==> config.mk <==
export PLATFORM = sky130hd
export DESIGN_NAME = alu_exec_unit
export DESIGN_NICKNAME = d
export VERILOG_FILES = /design/src/rtl/alu_op_pkg.sv /design/src/rtl/alu_comb.sv /design/src/rtl/alu_exec_unit.sv
export SDC_FILE = /design/constraint.sdc
export NUM_CORES = 1
export LEC_CHECK = 0
export ABC_AREA = 1
export CAP_MARGIN = 0
export CORE_UTILIZATION = 35
export CTS_CLUSTER_SIZE = 25
export DETAILED_ROUTE_END_ITERATION = 7
export DONT_BUFFER_PORTS = 1
export SYNTH_ARGS = -nofsm -noshare
export SYNTH_HDL_FRONTEND = slang
export SYNTH_SLANG_ARGS = --single-unit
==> constraint.sdc <==
create_clock -name clk -period 2 [get_ports clk]
set_input_delay 0.4 -clock clk [delete_from_list [all_inputs] [get_ports clk]]
set_output_delay 0.4 -clock clk [all_outputs]
set_load 0.1 [all_outputs]
==> src/rtl/alu_op_pkg.sv <==
// Operation encoding and execute-unit FSM state shared by ALU control decode and execute stage.
// The decode stage is meant to emit alu_op_e directly.
package alu_op_pkg;

    typedef enum logic [3:0] {
        OP_AND = 4'b0000,
        OP_XOR = 4'b0001,
        OP_OR  = 4'b0010,
        OP_ADD = 4'b0011,
        OP_SUB = 4'b0100,
        OP_EQ  = 4'b0101,
        OP_NE  = 4'b0110,
        OP_LT  = 4'b0111,
        OP_GE  = 4'b1000,
        OP_SRL = 4'b1001,
        OP_SLL = 4'b1010,
        OP_SRA = 4'b1011,
        OP_LUI = 4'b1100
    } alu_op_e;

    typedef enum logic [1:0] {
        ST_IDLE  = 2'b00,
        ST_SHIFT = 2'b01,
        ST_HOLD  = 2'b10
    } exec_state_e;

    function automatic logic is_shift_op(input logic [3:0] op);
        return (op == OP_SRL) || (op == OP_SLL) || (op == OP_SRA);
    endfunction

endpackage

==> src/rtl/alu_comb.sv <==
// Single-cycle ALU datapath for every non-shift operation.
// Shift codes and the unused 1101-1111 codes yield zero here; shifts are handled by the iterative shifter.
module alu_comb
    import alu_op_pkg::*;
#(
    parameter int DATA_WIDTH = 32
) (
    input  logic [3:0]            operation,
    input  logic [DATA_WIDTH-1:0] src_a,
    input  logic [DATA_WIDTH-1:0] src_b,
    output logic [DATA_WIDTH-1:0] result
);

    logic [DATA_WIDTH-1:0] sum;
    logic [DATA_WIDTH-1:0] diff;
    logic                  lt;
    logic                  eq;

    assign sum  = src_a + src_b;
    assign diff = src_a - src_b;
    assign lt   = $signed(src_a) < $signed(src_b);
    assign eq   = (src_a == src_b);

    always_comb begin
        result = '0;
        case (operation)
            OP_AND:  result = src_a & src_b;
            OP_XOR:  result = src_a ^ src_b;
            OP_OR:   result = src_a | src_b;
            OP_ADD:  result = sum;
            OP_SUB:  result = diff;
            OP_EQ:   result = DATA_WIDTH'(eq);
            OP_NE:   result = DATA_WIDTH'(!eq);
            OP_LT:   result = DATA_WIDTH'(lt);
            OP_GE:   result = DATA_WIDTH'(!lt);
            OP_LUI:  result = src_b;
            default: result = '0;
        endcase
    end

endmodule

==> src/rtl/alu_exec_unit.sv <==
// Execute-stage ALU: one-cycle ops via alu_comb, SLL/SRL/SRA shifted one bit per cycle.
// A single op is in flight; in_ready stalls the pipeline while shifting or while a result is held.
module alu_exec_unit
    import alu_op_pkg::*;
#(
    parameter int  DATA_WIDTH = 32,
    localparam int SHAMT_W    = $clog2(DATA_WIDTH)
) (
    input  logic                  clk,
    input  logic                  reset,
    input  logic                  flush,
    input  logic                  in_valid,
    output logic                  in_ready,
    input  logic [3:0]            Operation,
    input  logic [DATA_WIDTH-1:0] SrcA,
    input  logic [DATA_WIDTH-1:0] SrcB,
    output logic                  out_valid,
    input  logic                  out_ready,
    output logic [DATA_WIDTH-1:0] ALUResult
);

    exec_state_e           state_reg;
    logic [SHAMT_W-1:0]    count_reg;
    logic [DATA_WIDTH-1:0] shift_reg;
    logic [DATA_WIDTH-1:0] result_reg;
    logic [3:0]            shift_op_reg;

    logic [DATA_WIDTH-1:0] shift_next;
    logic [DATA_WIDTH-1:0] comb_result;
    logic [SHAMT_W-1:0]    shamt;
    logic                  accept;
    logic                  shift_left;
    logic                  shift_arith;

    alu_comb #(
        .DATA_WIDTH (DATA_WIDTH)
    ) u_alu_comb (
        .operation (Operation),
        .src_a     (SrcA),
        .src_b     (SrcB),
        .result    (comb_result)
    );

    assign shamt       = SrcB[SHAMT_W-1:0];
    assign in_ready    = (state_reg == ST_IDLE) || ((state_reg == ST_HOLD) && out_ready);
    assign accept      = in_valid && in_ready && !flush;
    assign out_valid   = (state_reg == ST_HOLD);
    assign ALUResult   = result_reg;
    assign shift_left  = (shift_op_reg == OP_SLL);
    assign shift_arith = (shift_op_reg == OP_SRA);

    // One-bit step of the shifter: each bit takes its lower or upper neighbour.
    for (genvar gi = 0; gi < DATA_WIDTH; gi++) begin : g_shift_bit
        logic from_lo;
        logic from_hi;
        if (gi == 0) begin : g_lsb
            assign from_lo = 1'b0;
        end else begin : g_lo
            assign from_lo = shift_reg[gi-1];
        end
        if (gi == DATA_WIDTH - 1) begin : g_msb
            assign from_hi = shift_arith & shift_reg[DATA_WIDTH-1];
        end else begin : g_hi
            assign from_hi = shift_reg[gi+1];
        end
        assign shift_next[gi] = shift_left ? from_lo : from_hi;
    end

    always_ff @(posedge clk or negedge reset) begin
        if (!reset) begin
            state_reg    <= ST_IDLE;
            count_reg    <= '0;
            shift_reg    <= '0;
            result_reg   <= '0;
            shift_op_reg <= '0;
        end else if (flush) begin
            state_reg <= ST_IDLE;
            count_reg <= '0;
        end else if (accept) begin
            if (is_shift_op(Operation) && (shamt != '0)) begin
                shift_reg    <= SrcA;
                count_reg    <= shamt;
                shift_op_reg <= Operation;
                state_reg    <= ST_SHIFT;
            end else begin
                // A zero-distance shift is just SrcA, so it completes like any one-cycle op.
                result_reg <= is_shift_op(Operation) ? SrcA : comb_result;
                state_reg  <= ST_HOLD;
            end
        end else begin
            case (state_reg)
                ST_SHIFT: begin
                    shift_reg <= shift_next;
                    count_reg <= count_reg - SHAMT_W'(1);
                    if (count_reg == SHAMT_W'(1)) begin
                        result_reg <= shift_next;
                        state_reg  <= ST_HOLD;
                    end
                end
                ST_HOLD: begin
                    if (out_ready) begin
                        state_reg <= ST_IDLE;
                    end
                end
                default: state_reg <= ST_IDLE;
            endcase
        end
    end

endmodule
Word level (Yosys, flattened, before mapping):

Index checks and enable logic that the tools add are counted.

* register bits: 75
* input bits: 73
* output and inout bits: 34
* logic and storage cells: 109

* $add $sub $neg: 3
* magnitude comparators: 1
* eq/ne operators: 23
* mux-type cells: 51
* bitwise logic cells: 5
* reductions and logical operators: 21

Operators with widths (count)
* case mux 32 bit (10 select lines): 1
* 2-to-1 mux 32 bit: 8
* adder 32 bit: 1
* AND 32 bit: 1
* == test 32 bit: 1
* < comparator 32 bit: 1
* 2-to-1 mux 1 bit: 32
* OR 32 bit: 1
* subtractor 32 bit: 1
* bitwise XOR 32 bit: 1
* == test 4 bit (second input constant): 7
* 2-to-1 mux 5 bit: 4
* == test 4 x 3 -> 1 bit (second input constant): 4
* 2-to-1 mux 2 bit: 5
* == test 4 x 2 -> 1 bit (second input constant): 2
* AND reduction 3 bit: 2
* == test 5 x 1 -> 1 bit (second input constant): 1
* nonzero test 5 bit: 1
* subtractor 5 x 1 -> 5 bit (second input constant): 1
* == test 4 x 1 -> 1 bit (second input constant): 1
* logical AND 1 bit: 4
* logical NOT 4 bit: 1
* inequality test 4 x 2 -> 1 bit (second input constant): 1
* inequality test 4 bit (second input constant): 1
* other kinds (15): 21

Longest topological paths before layout:

* word-level depth: 7
* depth in mapped cells: 17
* gate-level depth less buffers: 17

Cells and area by module:

A second synthesis with hierarchy kept.

* cell total of the unflattened synthesis: 2030
* area, all modules: 11150.7 um^2

Modules (own cells, without submodules)
* alu_comb: instances 1, cells each 1273, area each 6503.7 um^2, seq. area each 0.0 um^2
* alu_exec_unit: instances 1, cells each 757, area each 4647.0 um^2, seq. area each 1876.8 um^2

Least setup slack after synthesis:

No wires, ideal clock.

* path kind: input-to-reg
* start point: input out_ready
* end point: register result_reg[21] (netlist: ALUResult[21])
* library setup time: 126 ps
* arrival: 2462 ps
* data required time: 1874 ps
* path slack: -588 ps
* stages: 11
* buffers on the path: 2
* cells stage by stage: inv_1 > a21oi_2 > nand2_2 > nor2_2 > buf_4 > inv_2 > buf_6 > o21ai_0 > a21oi_1 > a211oi_1 > a21oi_1

* longest elaborated chain between the ends: 6
* elaborated cells between the ends (all ways): 9
* those cells by class: eq/ne (1); mux (1); reduce/logical (7)

Ends and longest elaborated chain
* start: declaration: line alu_exec_unit.sv:18 `input logic out_ready,`
* logical AND 1 bit (*): line alu_exec_unit.sv:45 `assign in_ready = (state_reg == ST_IDLE) || ((state_reg == ST_HOLD) && out_ready);`
* logical OR 1 bit (*): line alu_exec_unit.sv:45
* named net in_ready: line alu_exec_unit.sv:13 `output logic in_ready,`
* logical AND 1 bit (*) (2 in series): line alu_exec_unit.sv:46 `assign accept = in_valid && in_ready && !flush;`
* inequality test 2 bit (no source line) / nonzero test 2 bit (equally long branches)
* AND reduction 4 bit (no source line)
* end signal: assignment: line alu_exec_unit.sv:87 `result_reg <= is_shift_op(Operation) ? SrcA : comb_result;`
* end signal: assignment: line alu_exec_unit.sv:96 `result_reg <= shift_next;`
* end: declaration: line alu_exec_unit.sv:25 `logic [DATA_WIDTH-1:0] result_reg;`

Mark *: on every way through the listed nets, which the timed path passes. The rest lies on a longest branch.
A chain may end at the register's enable or synchronous reset.

Final worst setup path:

* start point: input SrcB[4]
* end point: register result_reg[12] (netlist: ALUResult[12])

* longest elaborated chain between the ends: 5
* elaborated cells between the ends (all ways): 10
* those cells by class: add/sub (2); eq/ne (1); mux (4); reduce/logical (3)

Ends and longest elaborated chain
* start: declaration: line alu_exec_unit.sv:16 `input logic [DATA_WIDTH-1:0] SrcB,`
* subtractor 32 bit / adder 32 bit (equally long branches): line alu_comb.sv:20, alu_comb.sv:19
* case mux 32 bit (10 select lines): line alu_comb.sv:26 `case (operation)`
* 2-to-1 mux 32 bit: line alu_exec_unit.sv:87
* 2-to-1 mux 32 bit: line alu_exec_unit.sv:80 `if (is_shift_op(Operation) && (shamt != '0)) begin`
* 2-to-1 mux 32 bit: line alu_exec_unit.sv:79 `end else if (accept) begin`

Parallel ways exist; a longest one is shown, timed or not. The select of a mux whose other input is x is not followed.

==> flow_summary.toml <==
[die]
die-width_um = 174
row_count = 62
start_util_pct = 35.9
pin_count = 107
die_area_um2 = 30400
core-area_um2 = 28900
die_h_um = 174

[clock_tree]
root_buffer = "clkbuf_16"
cts_buffers = 9
clk_pin_slew_ps = 60
clock_latency_ps = 340
clkSinkCount = 75
cts_tree = "built"
clockBufferDepth = 2
cts_max_level = 3

[outcome]
run_status = "complete, but fails checks"
violations = "hold timing"

[global_routing]
grt_pass1_wl_um = 69000
grt_start_max_net_pins = 76
overflow = 0
grt_pass1_vias = 12300
grt.total_usage_pct = 29.6
grt_antenna_before_repair = 0

[layout]
final_common_cell = "nand2_1"
drive_above_1_share_pct = 26.3
area_delta_synth_final_pct = 39.0
final_cell_mix = "462 x nand2_1, 322 x buf_4, 297 x inv_1"
final_nets = 2233
fillers = 2987
regArea_um2 = 1880
multi_input_area_um2 = 7880
final_util_pct = 49.9
n_antenna_cell = 0

[sta]
setup_violations = 0
rsz0062_at_grt = "yes"
worst_pin_slew_ps = 548
finalHoldViolations = 75
fin_crit_ps = 1970
skew_ps = 8.71
drv_slew = 0
fin_crit_sh_pct = 98.6
slew_headroom_pct = 63.4
hold-worst-slack_ps = -247
clock.fmax_ghz = 0.507

[worst_setup_path]
endpoint = "ALUResult[12]"
cp_max_fo = 6
path_class = "in -> reg"
crit_start = "SrcB[4]"
r2r_slack_ps = 50
rr_worst_depth = 10
r2r-start = "state_reg[1]"
cp-end-kind = "flop"
arrival_ps = 2230
required_ps = 2260
r2r-end = "ALUResult[25]"
crit_path_start_kind = "input port"

[synthesis]
syn_area_um2 = 10400
ys.flop_type = "dfrtp_1"
synth.distinct_cells = 46
synth_area_leader_cell = "dfrtp_1"
synth_fp_nets = 1952
ys_seq_area_share_pct = 18.1
synthCells = 1776
synth_area_leaders = "dfrtp_1 18%, nand2_1 18%, ha_1 12%"
ys.warnings.count = 0
synth_top_area_share_pct = 18.1
ys_seq_elements = 75
synth_edf_count = 0
syn_area_per_cell_um2 = 5.85
synthArstFlopShare_pct = 100

[route]
wl_per_cell_um = 18.8
detail-route-antenna-nets = 0
route.met3.wl_um = 3090
finalWirelength_um = 46100
wl_met2_um = 21500
via_per_inst = 5.26
vias = 12900
routed.top_layer = "met4"
drcViolationCount = 0
drt-met1-wl_um = 19200
drt-initial-drc-count = 1062
drtPass1Iterations = 6

[power_and_ir_drop]
p_leak_nw = 7.54
powerDensity_nw_per_um2 = 791
max-vdd-ir-drop_uv = 767

[place]
post-dp-hpwl_um = 37300
port_buffers = 0
place_congestion = 1.02

[hold_path]
hold_class = "in -> async"

[flow_run]
maxCapViolCount = 0
[power by group]
| part | switching [mW] | internal [mW] |
|---|---|---|
| registers | 0.346 | 2.11 |
| clock network | 0.638 | 1.07 |
| logic | 5.11 | 2.16 |
[synth_stat cells, types with 6 or more instances]
| cell type | n |
|---|---|
| nand2_1 | 495 |
| inv_1 | 307 |
| nor2_1 | 159 |
| nand3_1 | 154 |
| a21oi_1 | 125 |
| ha_1 | 101 |
| o21ai_0 | 93 |
| dfrtp_1 | 75 |
| buf_2 | 36 |
| o22ai_1 | 22 |
| a211oi_1 | 20 |
| clkbuf_1 | 17 |
| a221oi_1 | 16 |
| o211ai_1 | 14 |
| nor3_1 | 13 |
| nand4_1 | 12 |
| inv_2 | 11 |
| a311oi_1 | 9 |
| nand2_2 | 9 |
| a22oi_1 | 8 |
| a41oi_1 | 8 |
| nor2_2 | 8 |
| o21bai_1 | 8 |
| buf_4 | 6 |
| o21ai_1 | 6 |
[cell families after synthesis]
group / count (synthesis) / synth area share [%]
buffers and inverters: 384 / 14.8
xor gates and xnor gates: 3 / 0.253
and+or+nand+nor: 866 / 34.6
adders and majority gates: 103 / 12.5
AOI/OAI and AO/OA: 345 / 19.7
DFF: 75 / 18.1
[through the flow]
step	setup slack, ps	area [µm²]	cells	total power, mW	setup TNS (ps)
finish	28.7	14500	2446	11.4	0
global route	-51.9	14500	2446	12.1	-223
CTS	0.0357	13600	2429	11.1	0
detailed placement	-498	13200	2413	9.32	-11180
global placement	-499	13200	2413	9.27	-11120
floorplan	-135	10500	1776	7.20	-3680
[worst min-delay path by stage]
| stage | end | startpoint |
|---|---|---|
| global route | shift_reg[26] | reset |
| finish | shift_reg[29] | reset |
| global placement | shift_reg[26] | reset |
| floorplan | ALUResult[0] | reset |
| CTS | ALUResult[30] | reset |
| detailed placement | shift_reg[26] | reset |
[worst max-delay path: stages]
cell	delay, ps
inv_1	50
ha_4	320
inv_1	70
buf_4	130
nand2_1	90
nor2_1	70
buf_4	150
nand3_4	80
nand3_4	90
nand2_2	70
nand2_1	50
o211ai_1	390
nand2_1	120
a21oi_1	150
[per-layer routing]
metal,global-route usage (%),vias to the layer above
met2,49.5,473
met5,0,-
li1,-,6286
met4,13.2,0
met1,36.9,5998
met3,5.21,97
[cell type report]
| type | instances | share of cell area (%) |
|---|---|---|
| Timing Repair Buffer | 336 | 18.6 |
| Clock buffer | 15 | 1.92 |
| Multi-Input combinational cell | 1317 | 54.5 |
| Sequential cell | 75 | 13.0 |
| Clock inverter | 1 | 0.208 |
| Inverter | 318 | 8.44 |
| Tap cell | 384 | 3.32 |
[what timing repair did]
item,CTS,global route
pin swaps,6,38
buffers inserted,0,16
endpoints found under the hold margin,75,75
gates resized for setup,33,167
setup endpoints to repair,21,32
gates cloned,0,1
No activity file was read; power rests on OpenSTA's default activity.
